## config.mk

```make
export PLATFORM = sky130hd
export DESIGN_NAME = sram_arbiter
export DESIGN_NICKNAME = d
export VERILOG_FILES = /design/src/rtl/sram_arb_pkg.sv /design/src/rtl/sram_phy_seq.sv /design/src/rtl/sram_arbiter.sv
export SDC_FILE = /design/constraint.sdc
export NUM_CORES = 1
export LEC_CHECK = 0
export ABC_CLOCK_PERIOD_IN_PS = 4800
export CORE_ASPECT_RATIO = 0.6
export CORE_UTILIZATION = 45
export CTS_CLUSTER_DIAMETER = 200
export DETAILED_ROUTE_END_ITERATION = 8
export GPL_ROUTABILITY_DRIVEN = 0
export GPL_TIMING_DRIVEN = 0
export PLACE_DENSITY_LB_ADDON = 0.05
export SLEW_MARGIN = 20
export SYNTH_ARGS = -nofsm -noshare
export SYNTH_HDL_FRONTEND = slang
export SYNTH_HIERARCHICAL = 1
export SYNTH_SLANG_ARGS = --single-unit
```

## constraint.sdc

```tcl
create_clock -name io_mainClk -period 4.8 [get_ports io_mainClk]
set_clock_uncertainty 0.05 [all_clocks]
set_input_delay 0.72 -clock io_mainClk [delete_from_list [all_inputs] [get_ports io_mainClk]]
set_output_delay 0.72 -clock io_mainClk [all_outputs]
set_load 0.005 [all_outputs]
```

## src/rtl/sram_arb_pkg.sv

```systemverilog
// Shared widths, state encodings and port identifiers for the external SRAM arbiter.
package sram_arb_pkg;

  localparam int unsigned SRAM_AW = 18;
  localparam int unsigned SRAM_DW = 16;
  localparam int unsigned A_AW    = 17;

  localparam logic [1:0] StIdle    = 2'd0;
  localparam logic [1:0] StSetup   = 2'd1;
  localparam logic [1:0] StStrobe  = 2'd2;
  localparam logic [1:0] StRecover = 2'd3;

  localparam logic PORT_A = 1'b0;
  localparam logic PORT_B = 1'b1;

endpackage

```

## src/rtl/sram_phy_seq.sv

```systemverilog
// Single-halfword asynchronous SRAM access sequencer: SETUP, STROBE (1+wait states), RECOVER.
module sram_phy_seq
  import sram_arb_pkg::*;
#(
  parameter int unsigned WAIT_STATES = 1
) (
  input  logic               clk_i,
  input  logic               rst_ni,
  input  logic               start_i,
  input  logic               write_i,
  input  logic [SRAM_AW-1:0] addr_i,
  input  logic [SRAM_DW-1:0] wdata_i,
  input  logic [1:0]         mask_i,
  output logic               done_o,
  output logic [SRAM_DW-1:0] rdata_o,
  output logic [SRAM_AW-1:0] sram_addr_o,
  input  logic [SRAM_DW-1:0] sram_dat_read_i,
  output logic [SRAM_DW-1:0] sram_dat_write_o,
  output logic               sram_dat_we_o,
  output logic               sram_cs_o,
  output logic               sram_we_o,
  output logic               sram_oe_o,
  output logic               sram_ub_o,
  output logic               sram_lb_o
);

  localparam logic [2:0] WaitCnt = 3'(WAIT_STATES);

  logic [1:0]         state_q, state_d;
  logic [2:0]         cnt_q, cnt_d;
  logic               write_q;
  logic [SRAM_AW-1:0] addr_q;
  logic [SRAM_DW-1:0] wdata_q;
  logic [1:0]         mask_q;
  logic [SRAM_DW-1:0] rdata_q;
  logic               latch;
  logic               capture;
  logic               in_strobe;

  always_comb begin
    state_d = state_q;
    cnt_d   = cnt_q;
    latch   = 1'b0;
    done_o  = 1'b0;
    case (state_q)
      StIdle: begin
        if (start_i) begin
          state_d = StSetup;
          latch   = 1'b1;
        end
      end
      StSetup: begin
        state_d = StStrobe;
        cnt_d   = 3'd0;
      end
      StStrobe: begin
        if (cnt_q == WaitCnt) begin
          state_d = StRecover;
        end else begin
          cnt_d = cnt_q + 3'd1;
        end
      end
      StRecover: begin
        done_o = 1'b1;
        // A back-to-back restart keeps the bus owned for the second half of a word.
        if (start_i) begin
          state_d = StSetup;
          latch   = 1'b1;
        end else begin
          state_d = StIdle;
        end
      end
      default: state_d = StIdle;
    endcase
  end

  assign in_strobe = (state_q == StStrobe);
  assign capture   = in_strobe && (cnt_q == WaitCnt) && !write_q;

  always_ff @(posedge clk_i or negedge rst_ni) begin
    if (!rst_ni) begin
      state_q <= StIdle;
      cnt_q   <= 3'd0;
      write_q <= 1'b0;
      addr_q  <= '0;
      wdata_q <= '0;
      mask_q  <= 2'b00;
      rdata_q <= '0;
    end else begin
      state_q <= state_d;
      cnt_q   <= cnt_d;
      if (latch) begin
        write_q <= write_i;
        addr_q  <= addr_i;
        wdata_q <= wdata_i;
        mask_q  <= mask_i;
      end
      if (capture) begin
        rdata_q <= sram_dat_read_i;
      end
    end
  end

  assign rdata_o          = rdata_q;
  assign sram_addr_o      = addr_q;
  assign sram_dat_write_o = wdata_q;
  // Data drivers stay on through RECOVER so the write data hold time is met.
  assign sram_dat_we_o    = write_q && (state_q != StIdle);
  assign sram_cs_o        = (state_q == StIdle);
  assign sram_we_o        = !(in_strobe && write_q);
  assign sram_oe_o        = !(in_strobe && !write_q);
  assign sram_ub_o        = in_strobe ? (write_q ? ~mask_q[1] : 1'b0) : 1'b1;
  assign sram_lb_o        = in_strobe ? (write_q ? ~mask_q[0] : 1'b0) : 1'b1;

endmodule

```

## src/rtl/sram_arbiter.sv

```systemverilog
// Two-port arbiter for the 16-bit external SRAM: round-robin grant, word split for port A,
// and response assembly.
module sram_arbiter
  import sram_arb_pkg::*;
#(
  parameter int unsigned WAIT_STATES = 1
) (
  input  logic               io_mainClk,
  input  logic               io_asyncResetn,
  input  logic               io_a_cmd_valid,
  output logic               io_a_cmd_ready,
  input  logic               io_a_cmd_write,
  input  logic [A_AW-1:0]    io_a_cmd_addr,
  input  logic [31:0]        io_a_cmd_wdata,
  input  logic [3:0]         io_a_cmd_mask,
  output logic               io_a_rsp_valid,
  output logic [31:0]        io_a_rsp_rdata,
  input  logic               io_b_cmd_valid,
  output logic               io_b_cmd_ready,
  input  logic               io_b_cmd_write,
  input  logic [SRAM_AW-1:0] io_b_cmd_addr,
  input  logic [SRAM_DW-1:0] io_b_cmd_wdata,
  input  logic [1:0]         io_b_cmd_mask,
  output logic               io_b_rsp_valid,
  output logic [SRAM_DW-1:0] io_b_rsp_rdata,
  output logic [SRAM_AW-1:0] io_sram_addr,
  input  logic [SRAM_DW-1:0] io_sram_dat_read,
  output logic [SRAM_DW-1:0] io_sram_dat_write,
  output logic               io_sram_dat_writeEnable,
  output logic               io_sram_cs,
  output logic               io_sram_we,
  output logic               io_sram_oe,
  output logic               io_sram_ub,
  output logic               io_sram_lb
);

  logic               busy_q;
  logic               launch_q;
  logic               port_q;
  logic               half_q;
  logic               last_q;
  logic               write_q;
  logic [SRAM_AW-1:0] addr_q;
  logic [31:0]        wdata_q;
  logic [3:0]         mask_q;
  logic [SRAM_DW-1:0] lo_q;
  logic               a_rsp_q;
  logic               b_rsp_q;
  logic [31:0]        a_rdata_q;
  logic [SRAM_DW-1:0] b_rdata_q;

  logic               grant_a, grant_b;
  logic               a_acc, b_acc;
  logic               hi_sel;
  logic               phy_start;
  logic               phy_done;
  logic [SRAM_DW-1:0] phy_rdata;
  logic [SRAM_AW-1:0] phy_addr;
  logic [SRAM_DW-1:0] phy_wdata;
  logic [1:0]         phy_mask;

  // On contention the port not served last wins.
  assign grant_a        = io_a_cmd_valid && (!io_b_cmd_valid || (last_q == PORT_B));
  assign grant_b        = io_b_cmd_valid && !grant_a;
  assign io_a_cmd_ready = !busy_q && grant_a;
  assign io_b_cmd_ready = !busy_q && grant_b;
  assign a_acc          = io_a_cmd_valid && io_a_cmd_ready;
  assign b_acc          = io_b_cmd_valid && io_b_cmd_ready;

  // Outside the launch cycle, a port-A start can only be the high half restarting in RECOVER.
  assign hi_sel    = (port_q == PORT_A) && !launch_q;
  assign phy_addr  = (port_q == PORT_A) ? {addr_q[SRAM_AW-1:1], hi_sel} : addr_q;
  assign phy_wdata = hi_sel ? wdata_q[31:16] : wdata_q[15:0];
  assign phy_mask  = hi_sel ? mask_q[3:2] : mask_q[1:0];
  assign phy_start = launch_q || (phy_done && (port_q == PORT_A) && !half_q);

  always_ff @(posedge io_mainClk or negedge io_asyncResetn) begin
    if (!io_asyncResetn) begin
      busy_q    <= 1'b0;
      launch_q  <= 1'b0;
      port_q    <= PORT_B;
      half_q    <= 1'b0;
      last_q    <= PORT_B;
      write_q   <= 1'b0;
      addr_q    <= '0;
      wdata_q   <= '0;
      mask_q    <= 4'h0;
      lo_q      <= '0;
      a_rsp_q   <= 1'b0;
      b_rsp_q   <= 1'b0;
      a_rdata_q <= '0;
      b_rdata_q <= '0;
    end else begin
      a_rsp_q  <= 1'b0;
      b_rsp_q  <= 1'b0;
      launch_q <= a_acc || b_acc;
      if (a_acc) begin
        busy_q  <= 1'b1;
        port_q  <= PORT_A;
        last_q  <= PORT_A;
        half_q  <= 1'b0;
        write_q <= io_a_cmd_write;
        addr_q  <= {io_a_cmd_addr, 1'b0};
        wdata_q <= io_a_cmd_wdata;
        mask_q  <= io_a_cmd_mask;
      end else if (b_acc) begin
        busy_q  <= 1'b1;
        port_q  <= PORT_B;
        last_q  <= PORT_B;
        half_q  <= 1'b0;
        write_q <= io_b_cmd_write;
        addr_q  <= io_b_cmd_addr;
        wdata_q <= {16'h0000, io_b_cmd_wdata};
        mask_q  <= {2'b00, io_b_cmd_mask};
      end
      if (phy_done) begin
        if ((port_q == PORT_A) && !half_q) begin
          half_q <= 1'b1;
          lo_q   <= phy_rdata;
        end else if (port_q == PORT_A) begin
          busy_q    <= 1'b0;
          a_rsp_q   <= 1'b1;
          a_rdata_q <= write_q ? 32'h0 : {phy_rdata, lo_q};
        end else begin
          busy_q    <= 1'b0;
          b_rsp_q   <= 1'b1;
          b_rdata_q <= write_q ? 16'h0 : phy_rdata;
        end
      end
    end
  end

  assign io_a_rsp_valid = a_rsp_q;
  assign io_a_rsp_rdata = a_rdata_q;
  assign io_b_rsp_valid = b_rsp_q;
  assign io_b_rsp_rdata = b_rdata_q;

  sram_phy_seq #(
    .WAIT_STATES (WAIT_STATES)
  ) u_phy (
    .clk_i            (io_mainClk),
    .rst_ni           (io_asyncResetn),
    .start_i          (phy_start),
    .write_i          (write_q),
    .addr_i           (phy_addr),
    .wdata_i          (phy_wdata),
    .mask_i           (phy_mask),
    .done_o           (phy_done),
    .rdata_o          (phy_rdata),
    .sram_addr_o      (io_sram_addr),
    .sram_dat_read_i  (io_sram_dat_read),
    .sram_dat_write_o (io_sram_dat_write),
    .sram_dat_we_o    (io_sram_dat_writeEnable),
    .sram_cs_o        (io_sram_cs),
    .sram_we_o        (io_sram_we),
    .sram_oe_o        (io_sram_oe),
    .sram_ub_o        (io_sram_ub),
    .sram_lb_o        (io_sram_lb)
  );

endmodule

```

==> results of run 1 <==
==> metal layers <==
layer,up-vias,wire length (microns),GRT usage
li1,2561,-,-
met1,2724,9670,0.324
met2,164,8820,0.332
met3,11,1580,0.0752
met4,0,189,0.0702
met5,-,0,0
==> area by class of cell <==
cell class,instances,area [sq um]
Fill cell,1347,6370
Sequential cell,183,4580
Multi-Input combinational cell,375,3230
Timing Repair Buffer,203,2050
Clock buffer,18,439
Buffer,35,294
Tap cell,234,293
Clock inverter,14,126
Inverter,29,109
Antenna cell,1,2.50
==> cells in the mapped netlist (all sizes together) <==
cell type    n  area share
o21ai       57       0.035
o31a         1      0.0011
nand3b       1     0.00091
buf         21       0.029
and4b        1      0.0012
nor4bb       1      0.0012
a211o        1      0.0021
or2b         1      0.0014
a21oi        3      0.0018
or2          1     0.00076
mux2       160        0.24
nor2b        4      0.0030
a22o         1      0.0011
clkbuf      14      0.0064
mux2i       19       0.023
inv         29       0.013
nand2       71       0.032
or3b         1      0.0011
nor2         3      0.0037
nor3b        1     0.00091
dfrtp      182        0.55
a31o         1      0.0011
dfstp        1      0.0032
nand3        2      0.0012
a21o         1      0.0011
ha           7       0.011
a32o         2      0.0024
and2         1     0.00076
nand2b      34       0.027
==> cell families (layout without fill, tap and decap cells) <==
group                      after synthesis  in the layout  share of synthesized area
and+or+nand+nor                        122            122                     0.0754
other                                    0              1                          0
adders and majority gates                7              7                     0.0107
muxes                                  179            179                      0.261
buffers and inverters                   64            299                     0.0491
DFF                                    183            183                      0.558
AOI/OAI and AO/OA                       67             67                     0.0454
==> stage by stage <==
| stage | cells | util | power [mW] | hold WS (ns) | worst slack (ns) |
|---|---|---|---|---|---|
| floorplan | 622 | - | 4.38 | 0.374 | 2.53 |
| global placement | 1058 | 0.601 | 5.53 | 0.416 | -4.43 |
| detailed placement | 1059 | 0.603 | 5.66 | 0.423 | 1.55 |
| CTS | 1091 | 0.636 | 7.03 | 0.247 | 1.55 |
| global route | 1091 | 0.636 | 7.41 | 0.270 | 1.50 |
| finish | 1092 | 0.636 | 6.98 | 0.214 | 1.56 |
==> flip-flops by register name (all words and copies together) (netlist names) <==
| name | count |
|---|---|
| addr_q | 18 |
| busy_q | 1 |
| half_q | 1 |
| io_a_rsp_rdata | 32 |
| io_a_rsp_valid | 1 |
| io_b_rsp_rdata | 16 |
| io_b_rsp_valid | 1 |
| last_q | 1 |
| launch_q | 1 |
| lo_q | 16 |
| mask_q | 4 |
| u_phy/cnt_q | 3 |
| u_phy/mask_q | 2 |
| u_phy/rdata_o | 16 |
| u_phy/sram_addr_o | 18 |
| u_phy/sram_dat_write_o | 16 |
| u_phy/state_q | 2 |
| u_phy/write_q | 1 |
| wdata_q | 32 |
| write_q | 1 |
==> report_power, final <==
part / internal (mW) / switching (mW)
clock network: 0.732 / 0.621
logic: 1.84 / 1.14
registers: 2.23 / 0.413
==> final timing paths <==
kind / from / end / slack (ns) / cells after the start
worst max-delay path: io_a_cmd_valid / io_a_cmd_ready / 1.56 / 7
worst min-delay path: io_asyncResetn / u_phy/sram_addr_o[2] / 0.21 / 1
worst max register to register: u_phy/state_q[1] / u_phy/sram_addr_o[8] / 2.08 / 9
worst min register to register: io_a_rsp_rdata[0] / io_a_rsp_rdata[0] / 0.43 / 2
max in group asynchronous: io_asyncResetn / lo_q[15] / 3.55 / 2
min in group io_mainClk: io_a_rsp_rdata[0] / io_a_rsp_rdata[0] / 0.43 / 2
==> worst reg2reg max path, cell delays in order (launching register included) <==
cell and delay [ns]:
sky130_fd_sc_hd__dfrtp_1 0.43, sky130_fd_sc_hd__ha_1 0.26, sky130_fd_sc_hd__nor3b_1 0.18, sky130_fd_sc_hd__buf_2 0.28, sky130_fd_sc_hd__buf_4 0.26, sky130_fd_sc_hd__or2_2 0.16
sky130_fd_sc_hd__nor2b_1 0.17, sky130_fd_sc_hd__buf_4 0.25, sky130_fd_sc_hd__buf_6 0.21, sky130_fd_sc_hd__mux2_2 0.36
==> flow_metrics.env, run 1 <==
export IMPL_outcome="completed"
export IMPL_fp_dieArea_sq_mm=0.0188
export IMPL_worst_path_fanout_max=10
export IMPL_route_antenna_remaining_nets=0
export IMPL_timing_critical_path_cells="clkdlybuf4s50_1 -> inv_1 -> a211o_4 -> buf_12 -> buf_12 -> inv_1 -> clkdlybuf4s50_1"
export IMPL_cp_end_kind="primary output"
export IMPL_die_width_microns=176
export IMPL_layout_commonest_cell="sky130_fd_sc_hd__clkdlybuf4s50_1"
export IMPL_worstSkewPairLatency_ns=0.43
export IMPL_slowest_stage_delay_cp_ns=0.51
export IMPL_synth_seq_cells=183
export IMPL_worstHoldPathType="in -> async"
export IMPL_yosysSeqAreaShare=0.558
export IMPL_area_growth_pct=35.5
export IMPL_ir_drop_mv=0.284
export IMPL_report_final_setup_viol=0
export IMPL_drive_gt1_frac=0.258
export IMPL_timing_critical_path_arrival_ns=2.47
export IMPL_start_kind="input port"
export IMPL_die_h_microns=107
export IMPL_finalMaxSlewViolations=0
export IMPL_row_count=37
export IMPL_design_portCount=203
export IMPL_path_buf_inv=6
export IMPL_syn_area_per_cell_sq_um=13.2
export IMPL_nets=962
export IMPL_power_density_cell_area_mw_per_mm2=627
export IMPL_most_common_layout_cells="201 x sky130_fd_sc_hd__clkdlybuf4s50_1, 182 x sky130_fd_sc_hd__dfrtp_1, 114 x sky130_fd_sc_hd__mux2_2"
export IMPL_clock_transition_time_at_the_flip_flop_clock_pins_of_the_worst_setup_and_hold_paths_ns=0.07
export IMPL_drc=0
export IMPL_finalHoldViolations=0
export IMPL_grt_start_max_net_pins=99
export IMPL_grt_total_usage=0.229
export IMPL_post_cts_setup_buffer_count=0
export IMPL_setup_repair_after_global_routing_missed_its_margin="false"
export IMPL_drt_first_pass_iters=5
export IMPL_worst_slew_pin_transition_ns=0.675
export IMPL_max_slew_margin_rel=0.550
export IMPL_yosys_warnings=6
export IMPL_grt_first_pass_wirelength_microns=32100
export IMPL_wirelength_microns=20300
export IMPL_setup_total_negative_slack_ns=0
export IMPL_worst_endpoint_required_ns=4.03
export IMPL_root_buf_cell="sky130_fd_sc_hd__clkbuf_16"
export IMPL_tritoncts_clock_tree="yes"
export IMPL_layout_worst_path_cycle_share=0.675
export IMPL_cts_buffers=17
export IMPL_timing_fmax_mhz=308
export IMPL_cts_hold_buf=0
export IMPL_net_count_after_synthesis=740
export IMPL_post_detail_place_hpwl_microns=15000
export IMPL_worst_path_dominant_cell_family="buffers and inverters"
export IMPL_fin_crit_ns=3.24
export IMPL_avgViaCountPerCell=5.00
export IMPL_floorplan_initialDensity=0.469
export IMPL_global_route_overflow_total=0
export IMPL_max_cap_viol_count=0
export IMPL_path_class="in -> out"
export IMPL_final_cell_area_sq_mm=0.0111
export IMPL_grt_pass1_vias=5806
export IMPL_max_clock_path_buffers=2
export IMPL_routed_via_count=5460
export IMPL_crit_path_top_delay_cell="sky130_fd_sc_hd__clkdlybuf4s50_1"
export IMPL_synth_distinct_cells=38
export IMPL_synthesis_instances=622
export IMPL_clock_sinks=183
export IMPL_initialDrtViolationCount=314
export IMPL_clock_tree_htree_level_count=4
export IMPL_grt_antenna_before_repair=0
export IMPL_wl_per_cell_microns=18.6
export IMPL_power_leakage_nw=5.12
export IMPL_syn_area_sq_mm=0.00821
export IMPL_coreArea_sq_mm=0.0175
export IMPL_dpl_instance_area_sq_mm=0.0106
export IMPL_postCtsResizedCells=0
export IMPL_numPortBuffers=202
(Power assumes the default switching activity.)
==> run 2: changes to the inputs <==
--- a/config.mk
+++ b/config.mk
@@ -5,7 +5,7 @@
 export SDC_FILE = /design/constraint.sdc
 export NUM_CORES = 1
 export LEC_CHECK = 0
-export ABC_CLOCK_PERIOD_IN_PS = 4800
+export ABC_CLOCK_PERIOD_IN_PS = 2600
 export CORE_ASPECT_RATIO = 0.6
 export CORE_UTILIZATION = 45
 export CTS_CLUSTER_DIAMETER = 200
==> constraint.sdc (replaced) <==
create_clock -name io_mainClk -period 2.6 [get_ports io_mainClk]
set_clock_uncertainty 0.05 [all_clocks]
set_input_delay 0.39 -clock io_mainClk [delete_from_list [all_inputs] [get_ports io_mainClk]]
set_output_delay 0.39 -clock io_mainClk [all_outputs]
set_load 0.005 [all_outputs]
==> run 2 against run 1 <==
First-iteration DRC count up 7.3%. Wire length up 0.28%. Clock-buffer cell count unchanged. Register-to-register slack worse by 1.9 ns. Non-clock buffer count up 4.
==> flow_metrics.env, run 2 (synthesized netlist as in run 1, its figures left out) <==
export IMPL_outcome="completed"
export IMPL_antenna_cells=0
export IMPL_start_kind="input port"
export IMPL_timing_critical_path_cells="clkdlybuf4s50_1 -> nand2b_1 -> buf_6 -> buf_6 -> a21oi_1 -> clkdlybuf4s50_1"
export IMPL_design_portCount=203
export IMPL_numPortBuffers=202
export IMPL_most_common_layout_cells="200 x sky130_fd_sc_hd__clkdlybuf4s50_1, 182 x sky130_fd_sc_hd__dfrtp_1, 114 x sky130_fd_sc_hd__mux2_2"
export IMPL_reg2reg_slack_ns=0.22
export IMPL_wl_per_cell_microns=18.6
export IMPL_cp_end_kind="primary output"
export IMPL_report_final_setup_viol=0
export IMPL_row_count=37
export IMPL_grt_antenna_before_repair=0
export IMPL_grt_first_pass_wirelength_microns=32200
export IMPL_post_detail_place_hpwl_microns=15000
export IMPL_max_cap_viol_count=0
export IMPL_drive_gt1_frac=0.261
export IMPL_clock_transition_time_at_the_flip_flop_clock_pins_of_the_worst_setup_and_hold_paths_ns=0.06
export IMPL_timing_critical_path_arrival_ns=2.02
export IMPL_cts_buffers=17
export IMPL_final_fill_count=1346
export IMPL_power_density_cell_area_mw_per_mm2=1160
export IMPL_avgViaCountPerCell=5.00
export IMPL_routed_via_count=5478
export IMPL_grt_total_usage=0.229
export IMPL_power_leakage_nw=5.15
export IMPL_max_clock_path_buffers=2
export IMPL_drc=0
export IMPL_worstSkewPairLatency_ns=0.42
export IMPL_setup_repair_after_global_routing_missed_its_margin="false"
export IMPL_wirelength_microns=20300
export IMPL_dp_cells=1059
export IMPL_route_antenna_remaining_nets=0
export IMPL_timing_fmax_mhz=406
export IMPL_dp_slack_ns=-0.136
export IMPL_max_slew_margin_rel=0.550
export IMPL_ir_drop_mv=0.524
export IMPL_clock_sinks=183
export IMPL_fin_crit_ns=2.46
export IMPL_drt_first_pass_iters=4
export IMPL_worst_slew_pin_transition_ns=0.675
export IMPL_tritoncts_clock_tree="yes"
export IMPL_path_class="in -> out"
export IMPL_slowest_stage_delay_cp_ns=0.55
export IMPL_layout_commonest_cell="sky130_fd_sc_hd__clkdlybuf4s50_1"
export IMPL_grt_pass1_vias=5837
export IMPL_initialDrtViolationCount=337
export IMPL_final_cell_area_sq_mm=0.0112
export IMPL_die_h_microns=107
export IMPL_multi_input_area_sq_mm=0.00323
export IMPL_root_buf_cell="sky130_fd_sc_hd__clkbuf_16"
export IMPL_worst_endpoint_required_ns=2.16
export IMPL_seq_area_sq_mm=0.00458
export IMPL_worst_path_fanout_max=10
export IMPL_finalHoldViolations=0
export IMPL_floorplan_initialDensity=0.469
export IMPL_finalMaxSlewViolations=0
export IMPL_layout_worst_path_cycle_share=0.947
export IMPL_area_growth_pct=35.9
export IMPL_stdcell_count=1095
export IMPL_die_width_microns=176
export IMPL_nets=966
export IMPL_crit_path_top_delay_cell="sky130_fd_sc_hd__clkdlybuf4s50_1"
export IMPL_post_route_worst_setup_slack_ns=0.138
export IMPL_coreArea_sq_mm=0.0175
export IMPL_clock_tree_htree_level_count=4
export IMPL_global_route_overflow_total=0
export IMPL_dpl_instance_area_sq_mm=0.0106
export IMPL_grt_start_max_net_pins=99
export IMPL_fp_dieArea_sq_mm=0.0188
export IMPL_worstHoldPathType="reg -> reg"
[run 2: critical path: cells and delay by family]
family / cells / cell delay (ns)
buf+inv: 4 / 1.36
compound gates: 1 / 0.16
simple gates: 1 / 0.10
[run 2: timing repair]
action                                  in CTS  in global routing
pin swaps                                    1                  0
hold buffers                                 1                  0
setup buffers                                2                  3
resized for setup                            3                  3
cloned                                       0                  0
endpoints found under the hold margin       85                  0
endpoints found under the setup margin      29                 29
[run 2: area by class of cell]
cell class | instances | area share
buffer | 33 | 0.0250
clock buffer | 18 | 0.0394
clock inverter | 14 | 0.0113
inverter | 29 | 0.00975
multi-input combinational | 375 | 0.289
sequential | 183 | 0.410
tap | 234 | 0.0262
timing repair buffer | 209 | 0.189
[run 2: worst paths after layout]
path	depth (start not counted)	to	startpoint
worst min register to register	2	io_a_rsp_rdata[0]	io_a_rsp_rdata[0]
worst max-delay path	6	io_b_cmd_ready	io_b_cmd_valid
min in group asynchronous	2	u_phy/sram_addr_o[2]	io_asyncResetn
worst max register to register	8	u_phy/sram_addr_o[8]	u_phy/state_q[1]
worst min-delay path	2	io_a_rsp_rdata[0]	io_a_rsp_rdata[0]
max in group asynchronous	3	lo_q[15]	io_asyncResetn
[run 2: per-layer routing]
layer / GRT usage / wire length, microns / vias up
li1: - / - / 2564
met1: 0.322 / 9790 / 2758
met2: 0.335 / 8890 / 142
met3: 0.0766 / 1440 / 14
met4: 0.0702 / 189 / 0
met5: 0 / 0 / -
[run 2: power by group]
part	switching (mW)	internal, mW
Combinational	2.11	3.43
Sequential	0.763	4.13
Clock	1.14	1.35
[run 2: through the flow]
step / power, mW / utilization / hold WS [ns] / TNS (ns)
6_report: 12.9 / 0.638 / 0.432 / 0
5_1_grt: 13.7 / 0.638 / 0.427 / 0
4_1_cts: 13.0 / 0.636 / 0.423 / 0
3_5_place_dp: 10.4 / 0.603 / 0.385 / -2.43
3_3_place_gp: 10.2 / 0.601 / 0.416 / -1147.12
2_1_floorplan: 8.08 / - / 0.0444 / 0
